===== src/rtl/vga_sync_monitor.sv =====
// Receive-side VGA timing monitor: measures line/frame timing from an active-low
// hsync/vsync pair, recovers position counters and declares lock once stable.
module vga_sync_monitor #(
  parameter int unsigned CNT_W       = 12,
  parameter int unsigned LOCK_FRAMES = 2
) (
  input  logic             clk,
  input  logic             rst,
  input  logic             hsync_n,
  input  logic             vsync_n,
  output logic [CNT_W-1:0] hpos,
  output logic [CNT_W-1:0] vpos,
  output logic [CNT_W-1:0] htotal,
  output logic [CNT_W-1:0] hsync_len,
  output logic [CNT_W-1:0] vtotal,
  output logic [CNT_W-1:0] vsync_len,
  output logic             line_start,
  output logic             frame_start,
  output logic             locked,
  output logic             err
);

  localparam logic [CNT_W-1:0] CntMax  = '1;
  localparam logic [3:0]       GoodMax = 4'hF;
  localparam logic [3:0]       LockCnt = 4'(LOCK_FRAMES);

  logic             h_s_q, h_sd_q, v_s_q, v_sd_q;
  logic [CNT_W-1:0] hpos_q, hpos_d, vpos_q, vpos_d;
  logic [CNT_W-1:0] htotal_q, htotal_d, hsync_len_q, hsync_len_d;
  logic [CNT_W-1:0] vtotal_q, vtotal_d, vsync_len_q, vsync_len_d;
  logic             line_start_q, frame_start_q;
  logic             locked_q, locked_d, err_q, err_d;
  logic             h_armed_q, h_armed_d, h_valid_q, h_valid_d;
  logic             v_armed_q, v_armed_d, v_valid_q, v_valid_d;
  logic             line_err_q, line_err_d;
  logic [3:0]       good_cnt_q, good_cnt_d;

  logic             h_rise, h_fall, v_rise, v_fall;
  logic [CNT_W-1:0] hpos_inc, vpos_base;
  logic             line_mis, good_frame, sync_loss, drop;

  assign h_rise = h_s_q & ~h_sd_q;
  assign h_fall = ~h_s_q & h_sd_q;
  assign v_rise = v_s_q & ~v_sd_q;
  assign v_fall = ~v_s_q & v_sd_q;

  // Next-state: measurements, position counters and lock qualification
  always_comb begin
    hpos_inc    = (hpos_q == CntMax) ? hpos_q : hpos_q + 1'b1;
    // A coincident hsync edge counts as the first line of the new frame
    vpos_base   = v_rise ? '0 : vpos_q;
    hpos_d      = h_rise ? '0 : hpos_inc;
    vpos_d      = (h_rise && vpos_base != CntMax) ? vpos_base + 1'b1 : vpos_base;
    htotal_d    = htotal_q;
    hsync_len_d = hsync_len_q;
    vtotal_d    = vtotal_q;
    vsync_len_d = vsync_len_q;
    h_armed_d   = h_armed_q;
    h_valid_d   = h_valid_q;
    v_armed_d   = v_armed_q;
    v_valid_d   = v_valid_q;

    if (h_rise) begin
      h_armed_d = 1'b1;
      if (h_armed_q) begin
        htotal_d  = hpos_inc;
        h_valid_d = 1'b1;
      end
    end
    if (h_fall && h_armed_q) hsync_len_d = hpos_inc;

    if (v_rise) begin
      v_armed_d = 1'b1;
      if (v_armed_q) begin
        vtotal_d  = vpos_q;
        v_valid_d = 1'b1;
      end
    end
    if (v_fall && v_armed_q) vsync_len_d = vpos_q;

    line_mis   = h_rise & h_valid_q & (hpos_inc != htotal_q);
    good_frame = v_valid_q & (vpos_q == vtotal_q) & ~line_err_q & h_valid_q;
    sync_loss  = (hpos_q == CntMax) | (vpos_q == CntMax);
    drop       = line_mis | (v_rise & ~good_frame) | sync_loss;

    line_err_d = v_rise ? 1'b0 : (line_err_q | line_mis);

    good_cnt_d = good_cnt_q;
    if (drop) begin
      good_cnt_d = '0;
    end else if (v_rise && good_cnt_q != GoodMax) begin
      good_cnt_d = good_cnt_q + 1'b1;
    end

    locked_d = ~drop & (good_cnt_q >= LockCnt);
    err_d    = locked_q & ~locked_d;
  end

  // State register with synchronous reset
  always_ff @(posedge clk) begin
    if (rst) begin
      h_s_q         <= 1'b0;
      h_sd_q        <= 1'b0;
      v_s_q         <= 1'b0;
      v_sd_q        <= 1'b0;
      hpos_q        <= '0;
      vpos_q        <= '0;
      htotal_q      <= '0;
      hsync_len_q   <= '0;
      vtotal_q      <= '0;
      vsync_len_q   <= '0;
      line_start_q  <= 1'b0;
      frame_start_q <= 1'b0;
      locked_q      <= 1'b0;
      err_q         <= 1'b0;
      h_armed_q     <= 1'b0;
      h_valid_q     <= 1'b0;
      v_armed_q     <= 1'b0;
      v_valid_q     <= 1'b0;
      line_err_q    <= 1'b0;
      good_cnt_q    <= '0;
    end else begin
      h_s_q         <= ~hsync_n;
      h_sd_q        <= h_s_q;
      v_s_q         <= ~vsync_n;
      v_sd_q        <= v_s_q;
      hpos_q        <= hpos_d;
      vpos_q        <= vpos_d;
      htotal_q      <= htotal_d;
      hsync_len_q   <= hsync_len_d;
      vtotal_q      <= vtotal_d;
      vsync_len_q   <= vsync_len_d;
      line_start_q  <= h_rise;
      frame_start_q <= v_rise;
      locked_q      <= locked_d;
      err_q         <= err_d;
      h_armed_q     <= h_armed_d;
      h_valid_q     <= h_valid_d;
      v_armed_q     <= v_armed_d;
      v_valid_q     <= v_valid_d;
      line_err_q    <= line_err_d;
      good_cnt_q    <= good_cnt_d;
    end
  end

  assign hpos        = hpos_q;
  assign vpos        = vpos_q;
  assign htotal      = htotal_q;
  assign hsync_len   = hsync_len_q;
  assign vtotal      = vtotal_q;
  assign vsync_len   = vsync_len_q;
  assign line_start  = line_start_q;
  assign frame_start = frame_start_q;
  assign locked      = locked_q;
  assign err         = err_q;

endmodule

===== config.mk =====
export PLATFORM = sky130hd
export DESIGN_NAME = vga_sync_monitor
export DESIGN_NICKNAME = d
export VERILOG_FILES = /design/src/rtl/vga_sync_monitor.sv
export SDC_FILE = /design/constraint.sdc
export NUM_CORES = 1
export LEC_CHECK = 0
export BUFFER_PORTS_ARGS = -buffer_cell sky130_fd_sc_hd__buf_2
export CORE_MARGIN = 2
export CORE_UTILIZATION = 33
export DETAILED_ROUTE_END_ITERATION = 10
export PLACE_DENSITY = 0.51
export RECOVER_POWER = 50
export SLEW_MARGIN = 20
export SYNTH_ARGS = -nofsm -noshare
export SYNTH_HDL_FRONTEND = slang
export SYNTH_SLANG_ARGS = --single-unit

===== constraint.sdc =====
create_clock -name clk -period 3.38 [get_ports clk]
set_input_delay 0.338 -clock clk [delete_from_list [all_inputs] [get_ports clk]]
set_output_delay 0.338 -clock clk [all_outputs]
set_load 0.1 [all_outputs]

======== Word level (Yosys, flattened, before mapping) ========
Index checks and enable logic that the tools add are counted.
cells by class
  add/subtract/negate cells ............... 3
  $lt $le $gt $ge ......................... 1
  equality and inequality tests ........... 6
  multiplexer cells ....................... 3
  bitwise gates (word level) .............. 26
  reductions and logical operators ........ 9
operators by type and width
  cell                     count
  $mux W12                 3
  $add A12 B1 Y12 const B  2
  $eq A12 B12 Y1 const B   2
  $and A1 B1 Y1            12
  $eq A12 B12 Y1           1
  $ne A12 B12 Y1           1
  $ne A12 B12 Y1 const B   1
  $not A1 Y1               10
  $reduce_or A2 Y1         3
  $add A4 B1 Y4 const B    1
  $ge A4 B2 Y1 const B     1
  $logic_and A1 B1 Y1      4
  $ne A4 B4 Y1 const B     1
  $or A1 B1 Y1             4
  $reduce_and A2 Y1        2
storage, ports and cells
  register bits ........................... 89
  input bits .............................. 4
  output and inout port bits .............. 76

======== Logic depth before layout (Yosys ltp) ========
Gate-level depths: netlist of the first run.
  depth in word-level cells ............... 12
  gate-level depth with buffers ........... 10
  depth with buffers taken out ............ 9

======== Worst setup path after synthesis of the first run ========
OpenSTA, ideal clock, no wires.
  kind .................................... reg2reg
  from .................................... reg hpos_q[0], in the netlist hpos[0]
  to ...................................... reg err_q, in the netlist err
  setup time .............................. 0.116 ns
  data arrival time ....................... 2.893 ns
  required time ........................... 3.264 ns
  slack ................................... 0.370 ns
  stages on the path, launching flop included .. 10
  buffers on the path ..................... 1
  clock period less this slack ............ 3.010 ns
  cell sequence ........................... dfxtp_1 -> ha_1 -> and2_0 -> clkbuf_1 -> a21oi_1 -> a21oi_1 -> xor2_1 -> nor4_2 -> a21oi_2 -> o211a_1
between the ends
  cells in the longest elaborated chain, start to end .. 10
RTL lines
  element                                            line    RTL
  start, declared                                    28      logic [CNT_W-1:0] hpos_q, hpos_d, vpos_q, vpos_d;
  start signal, assigned                             127     hpos_q <= hpos_d;
  $add A12 B1 Y12 or $eq A12 B12 Y1 (tied branches)  49, 83
  $mux W12                                           49      hpos_inc = (hpos_q == CntMax) ? hpos_q : hpos_q + 1'b1;
  $ne A12 B12 Y1                                     81      line_mis = h_rise & h_valid_q & (hpos_inc != htotal_q);
  $and A1 B1 Y1                                      81
  $or A1 B1 Y1                                       84      drop = line_mis | (v_rise & ~good_frame) | sync_loss;
  $or A1 B1 Y1 (*)                                   84
  $not A1 Y1 (*)                                     95      locked_d = ~drop & (good_cnt_q >= LockCnt);
  $and A1 B1 Y1 (*)                                  95
  $not A1 Y1 (*)                                     96      err_d = locked_q & ~locked_d;
  $and A1 B1 Y1 (*)                                  96
  end signal, assigned                               136     err_q <= err_d;
  end, declared                                      32      logic locked_q, locked_d, err_q, err_d;
Mark *: on every way between the ends. The rest lies on a longest branch, timed or not.
A chain may end at the register's enable or synchronous reset.

======== Worst setup path in the final report of the first run ========
  from .................................... reg v_sd_q
  to ...................................... reg vpos_q[11], in the netlist vpos[11]
between the ends
  cells in the longest elaborated chain, start to end .. 6
RTL lines
  element                                                                  line  RTL
  start, declared                                                          27    logic h_s_q, h_sd_q, v_s_q, v_sd_q;
  start signal, assigned                                                   126   v_sd_q <= v_s_q;
  $not A1 Y1 (*)                                                           44    assign v_rise = v_s_q & ~v_sd_q;
  $and A1 B1 Y1 (*)                                                        44
  $mux W12 (*)                                                             51    vpos_base = v_rise ? '0 : vpos_q;
  parallel branches: the longest is 2 deep, another holds $add A12 B1 Y12  --
  $mux W12 (*)                                                             53    vpos_d = (h_rise && vpos_base != CntMax) ? vpos_base + 1'b1 : vpos_base;
  end signal, assigned                                                     128   vpos_q <= vpos_d;
  end, declared                                                            28
Mark *: on every way between the ends.

==> results_dict.tcl, run 1 <==
set metrics [dict create \
    cts.sinks 89 \
    grt_max_degree 37 \
    cts_resized 0 \
    numCtsBuffers 9 \
    wl_per_cell_um 14.9 \
    synth_area_leaders "dfxtp_1 (44%), nor2_1 (6.3%), nand2_1 (6.2%)" \
    final_core_util_pct 40.0 \
    path_class "reg2reg" \
    hold_viol 0 \
    vias 3563 \
    seqCellArea_um2 1780 \
    floorplan.initialDensity_pct 33.8 \
    combPwrFrac_pct 7.1 \
    cp.required_ns 3.61 \
    synth_nets 494 \
    die_w_um 115 \
    cp.arrival_ns 2.85 \
    critPathLaunchType "register" \
    synthArstFlopShare_pct 0 \
    clock_latency_ns 0.34 \
    post-dp-hpwl_mm 7.80 \
    die_y_um 115 \
    final_max_slew_viol_count 0 \
    synth.distinct_cells 56 \
    io_pins 80 \
    grt.overflow.total 0 \
    clock_skew_ns 0.00559 \
    maxSlewHeadroom_pct 6.79 \
    synthFlopType "dfxtp_1" \
    io_buffer_count 79 \
    netlist_area_um2 4080 \
    gp_congestion 0.868 \
    groute.usage.overall_pct 16.7 \
    place_area_um2 4560 \
    grt_pass1_wl_mm 17.5 \
    fmax_mhz 382 \
    end_kind "register" \
    critPathMaxFanout 12 \
    power_mw 2.37 \
    hold_class "in2reg" \
    seq_power_share_pct 45.7 \
    ir_worst_vdd_uv 276 \
    p_int_mw 1.81 \
    synthTopCellsByCount "dfxtp_1 (89), nor2_1 (68), nand2_1 (67)" \
    drtIter0Drc 199 \
    synth_most_common_cell "dfxtp_1" \
    holdWs_ns 0.159 \
    cts_hold_buf 0 \
    final_area_um2 4820 \
    multiInputGateArea_um2 2140 \
    setup_viol 0 \
    yosys.area.top_type_share_pct 43.7 \
    drt-vias-per-instance 4.95 \
    core_um2 12100 \
    synth-seq-cells 89 \
    drive_above_1_share_pct 9.06 \
    power.leakage_nw 1.81 \
    powerDensity_nw_per_um2 490 \
    drc 0 \
    n_antenna_cell 0 \
    yosysTopAreaCell "dfxtp_1" \
    cts_max_level 3 \
    pwr-share-clk_pct 47.3 \
    ys_seq_area_share_pct 43.7 \
    rows 40 \
    drtPass1Iterations 4 \
    cts_tree "built" \
    rsz0062_at_grt "no" \
    avgSynthCellArea_um2 8.39 \
    post_cts_buffers 0 \
    min_period_over_period_pct 77.5 \
    die_area_um2 13300 \
    final.setup.tns_ns 0 \
    max-clock-path-buffers 2 \
    ant_nets 0 \
    drv_cap 0 \
    area_growth_pct 18.3 \
    p_sw_share_pct 23.5 \
    synth_edf_count 0 \
    path_clk_slew_ns 0.06 \
    ys.warnings.count 0 \
    grt_pass1_vias 3340 \
    wirelength_mm 10.7 \
    p_sw_mw 0.556 \
    worst_pin_slew_ns 1.40 \
    nFillCells 1263 \
    antenna_found_initial 0 \
    nNetsFinal 555 \
    min_period_ns 2.62 \
    root_buffer "clkbuf_16" \
    synthCells 486 \
    status "finished, final reports clean" \
]
==> layer usage <==
layer	track usage [%]	vias to the layer above	share of wire, %
met2	27.1	75	47
met4	6.59	0	1.3
met5	0	-	0
li1	-	1785	-
met3	2.90	10	4.1
met1	22.2	1693	47
==> cells in the final DEF (no fill, tap or decap), drive strengths merged, types with 4 or more instances in the layout <==
| cell type | Yosys | layout |
|---|---|---|
| inv | 6 | 6 |
| and3 | 14 | 14 |
| o21ai | 5 | 5 |
| nand4 | 9 | 9 |
| nor3 | 13 | 13 |
| mux2i | 14 | 14 |
| nand3 | 16 | 16 |
| nor2b | 10 | 10 |
| buf | 10 | 19 |
| nand2 | 67 | 67 |
| a21o | 5 | 5 |
| xnor2 | 24 | 24 |
| xor2 | 9 | 9 |
| and2 | 9 | 9 |
| clkbuf | 21 | 74 |
| a211oi | 11 | 11 |
| a21oi | 36 | 36 |
| ha | 4 | 4 |
| nand2b | 5 | 5 |
| nor2 | 68 | 68 |
| nor4 | 10 | 10 |
| dfxtp | 89 | 89 |
==> worst max-delay path, stage by stage, from the launching register on <==
cell and delay [ns]:
dfxtp_1 0.33, nand2b_1 0.36, and2_1 0.30, ha_1 0.21, nand4_1 0.20, o41ai_2 0.11
nor4_1 0.60, nand2b_1 0.16, xnor2_1 0.18, nor2_1 0.06
==> logic make-up after synthesis <==
| kind of cell | share of synthesized area, % |
|---|---|
| flops | 43.7 |
| xor+xnor | 7.09 |
| compound gates | 12.1 |
| buf+inv | 3.96 |
| mux | 3.71 |
| fa+ha+maj | 1.23 |
| simple gates | 28.2 |
==> sequential cells by signal, summed over array words and instances, names as in the netlist, 4 cells and up <==
signal	cells
vtotal	12
vpos	12
hsync_len	12
htotal	12
hpos	12
good_cnt_q	4
vsync_len	12
==> area by class of cell <==
type	count	share of cell area [%]
clock inverter	4	1.53
clock buffer	12	5.53
tap	168	4.36
inverter	6	0.467
multi-input combinational	360	44.3
sequential	89	36.9
timing repair buffer	81	6.90
==> stage by stage <==
stage | std cells | setup slack [ns]
global placement | 704 | 0.844
detailed placement | 704 | 0.814
finish | 720 | 0.761
global route | 720 | 0.516
floorplan | 486 | 0.370
CTS | 720 | 0.785
==> worst paths after layout <==
check / start / end / slack (ns) / cells after the start
worst max-delay path: v_sd_q / vpos[11] / 0.76 / 9
worst min-delay path: vsync_n / v_s_q / 0.16 / 2
worst max register to register: v_sd_q / vpos[11] / 0.76 / 9
worst min register to register: hsync_len[11] / hsync_len[11] / 0.46 / 2
==> power groups by stage <==
stage          logic, mW  clock network, mW  registers (mW)
2_1_floorplan     0.0782                  0            1.16
3_3_place_gp       0.171                  0            1.10
3_5_place_dp       0.171                  0            1.10
4_1_cts            0.172               1.14            1.08
5_1_grt            0.182               1.18            1.08
6_report           0.167               1.12            1.08
Note: power is estimated with default switching activity, not from simulation.
==> run 2: changes to the inputs <==
- PLACE_DENSITY: 0.51 -> 0.53
- clock period: 3.38 -> 2.4 ns (I/O delays scaled with it)
==> run 2 against run 1 <==
- final cell count increased by 3.1%
- hold slack got worse by 0.11 ns
- final area increased by 4.9%
- sequential power increased by 40%
==> results_dict.tcl, run 2 (synthesis gave the netlist of run 1 again) <==
set metrics [dict create \
    status "finished, final reports clean" \
    hold_class "in2reg" \
    cts_max_level 3 \
    gp_congestion 0.842 \
    fin_cells 742 \
    layout_commonest_cell "nor2_1" \
    wirelength_mm 11.7 \
    drc 0 \
    vias 3709 \
    drt-vias-per-instance 5.00 \
    path_class "reg2reg" \
    clock_latency_ns 0.34 \
    root_buffer "clkbuf_16" \
    cts_tree "built" \
    final_max_slew_viol_count 0 \
    fmax_mhz 438 \
    holdWs_ns 0.0506 \
    drtPass1Iterations 4 \
    power.leakage_nw 1.92 \
    max-clock-path-buffers 2 \
    min_period_ns 2.28 \
    io_pins 80 \
    clock_skew_ns 0.00687 \
    ant_nets 0 \
    wl_per_cell_um 15.7 \
    drv_cap 0 \
    numCtsBuffers 9 \
    grt_max_degree 47 \
    core_um2 12100 \
    floorplan.initialDensity_pct 33.8 \
    grt_pass1_vias 3549 \
    critPathLaunchType "register" \
    drive_above_1_share_pct 17.6 \
    cts.sinks 89 \
    post-dp-hpwl_mm 8.51 \
    worst_pin_slew_ns 1.23 \
    io_buffer_count 79 \
    maxSlewHeadroom_pct 18.5 \
    dp.cells 720 \
    cts_hold_buf 0 \
    area_growth_pct 24.0 \
    die_area_um2 13300 \
    cp.required_ns 2.64 \
    drtIter0Drc 162 \
    groute.usage.overall_pct 18.3 \
    grt.overflow.total 0 \
    setup_viol 0 \
    min_period_over_period_pct 95.0 \
    ir_worst_vdd_uv 307 \
    antenna_found_initial 0 \
    cp.arrival_ns 2.52 \
    die_y_um 115 \
    grt_pass1_wl_mm 18.9 \
    n_antenna_cell 0 \
    hold_viol 0 \
    end_kind "register" \
    powerDensity_nw_per_um2 624 \
    final_cell_mix "nor2_1 (68), nand2_1 (67), dfxtp_1 (66), clkbuf_1 (61), a21oi_1 (34)" \
    critPathMaxFanout 6 \
    path_clk_slew_ns 0.07 \
    die_w_um 115 \
    nNetsFinal 577 \
    rows 40 \
]
run 2: layout make-up:
| class | instances | area, um2 |
|---|---|---|
| clock buffers | 12 | 268 |
| flip-flops and latches | 89 | 1840 |
| multi-input cells | 360 | 2190 |
| repair buffers | 103 | 498 |
| clock inverters | 4 | 32.5 |
| fillers | 1274 | 7000 |
| inverters | 6 | 22.5 |
| well taps | 168 | 210 |
run 2: what timing repair did:
item / in CTS / in global routing
pin swaps: 1 / 11
cloned: 0 / 0
buffers inserted: 0 / 6
setup endpoints to repair: 2 / 9
gates resized for setup: 1 / 8
run 2: path summary, 6_finish.rpt:
kind,from,end,slack (ns),cells past startpoint
worst min register to register,hsync_len[7],hsync_len[7],0.46,2
worst min-delay path,vsync_n,v_s_q,0.05,2
worst max register to register,hpos[0],err,0.12,7
worst max-delay path,hpos[0],err,0.12,7
run 2: critical path, cell delays in order (launching register included):
cell and delay [ns]:
dfxtp_4 0.39, nand3_1 0.13, or3_4 0.45, nor4_4 0.25, o211ai_1 0.18, nor4_4 0.42
a21oi_4 0.13, o211a_1 0.23
run 2: where the power goes:
| group | internal [mW] | leakage, nW | total, mW | switching [mW] |
|---|---|---|---|---|
| combinational | 0.0607 | 1.05 | 0.250 | 0.190 |
| clock | 0.799 | 0.141 | 1.39 | 0.594 |
| sequential | 1.49 | 0.734 | 1.51 | 0.0243 |
| total | 2.35 | 1.92 | 3.16 | 0.808 |
run 2: layer usage:
layer	share of wire [%]	wire, um	vias up	global-route usage [%]
met4	1.4	159	0	7.23
li1	-	-	1836	-
met2	46	5400	98	29.0
met3	4.6	540	13	2.79
met1	48	5570	1762	25.0
met5	0	0	-	0
run 2: through the flow:
step	setup TNS, ns	util, %	setup slack (ns)	instance area, um2	total power [mW]
2_1_floorplan	-0.0247	-	-0.0247	4140	1.74
3_3_place_gp	0	39.3	0.0190	4750	1.79
3_5_place_dp	-0.0370	39.3	-0.0370	4750	1.79
4_1_cts	0	41.9	0.0540	5050	3.19
5_1_grt	-0.00692	41.9	-0.00407	5060	3.28
6_report	0	41.9	0.119	5060	3.16
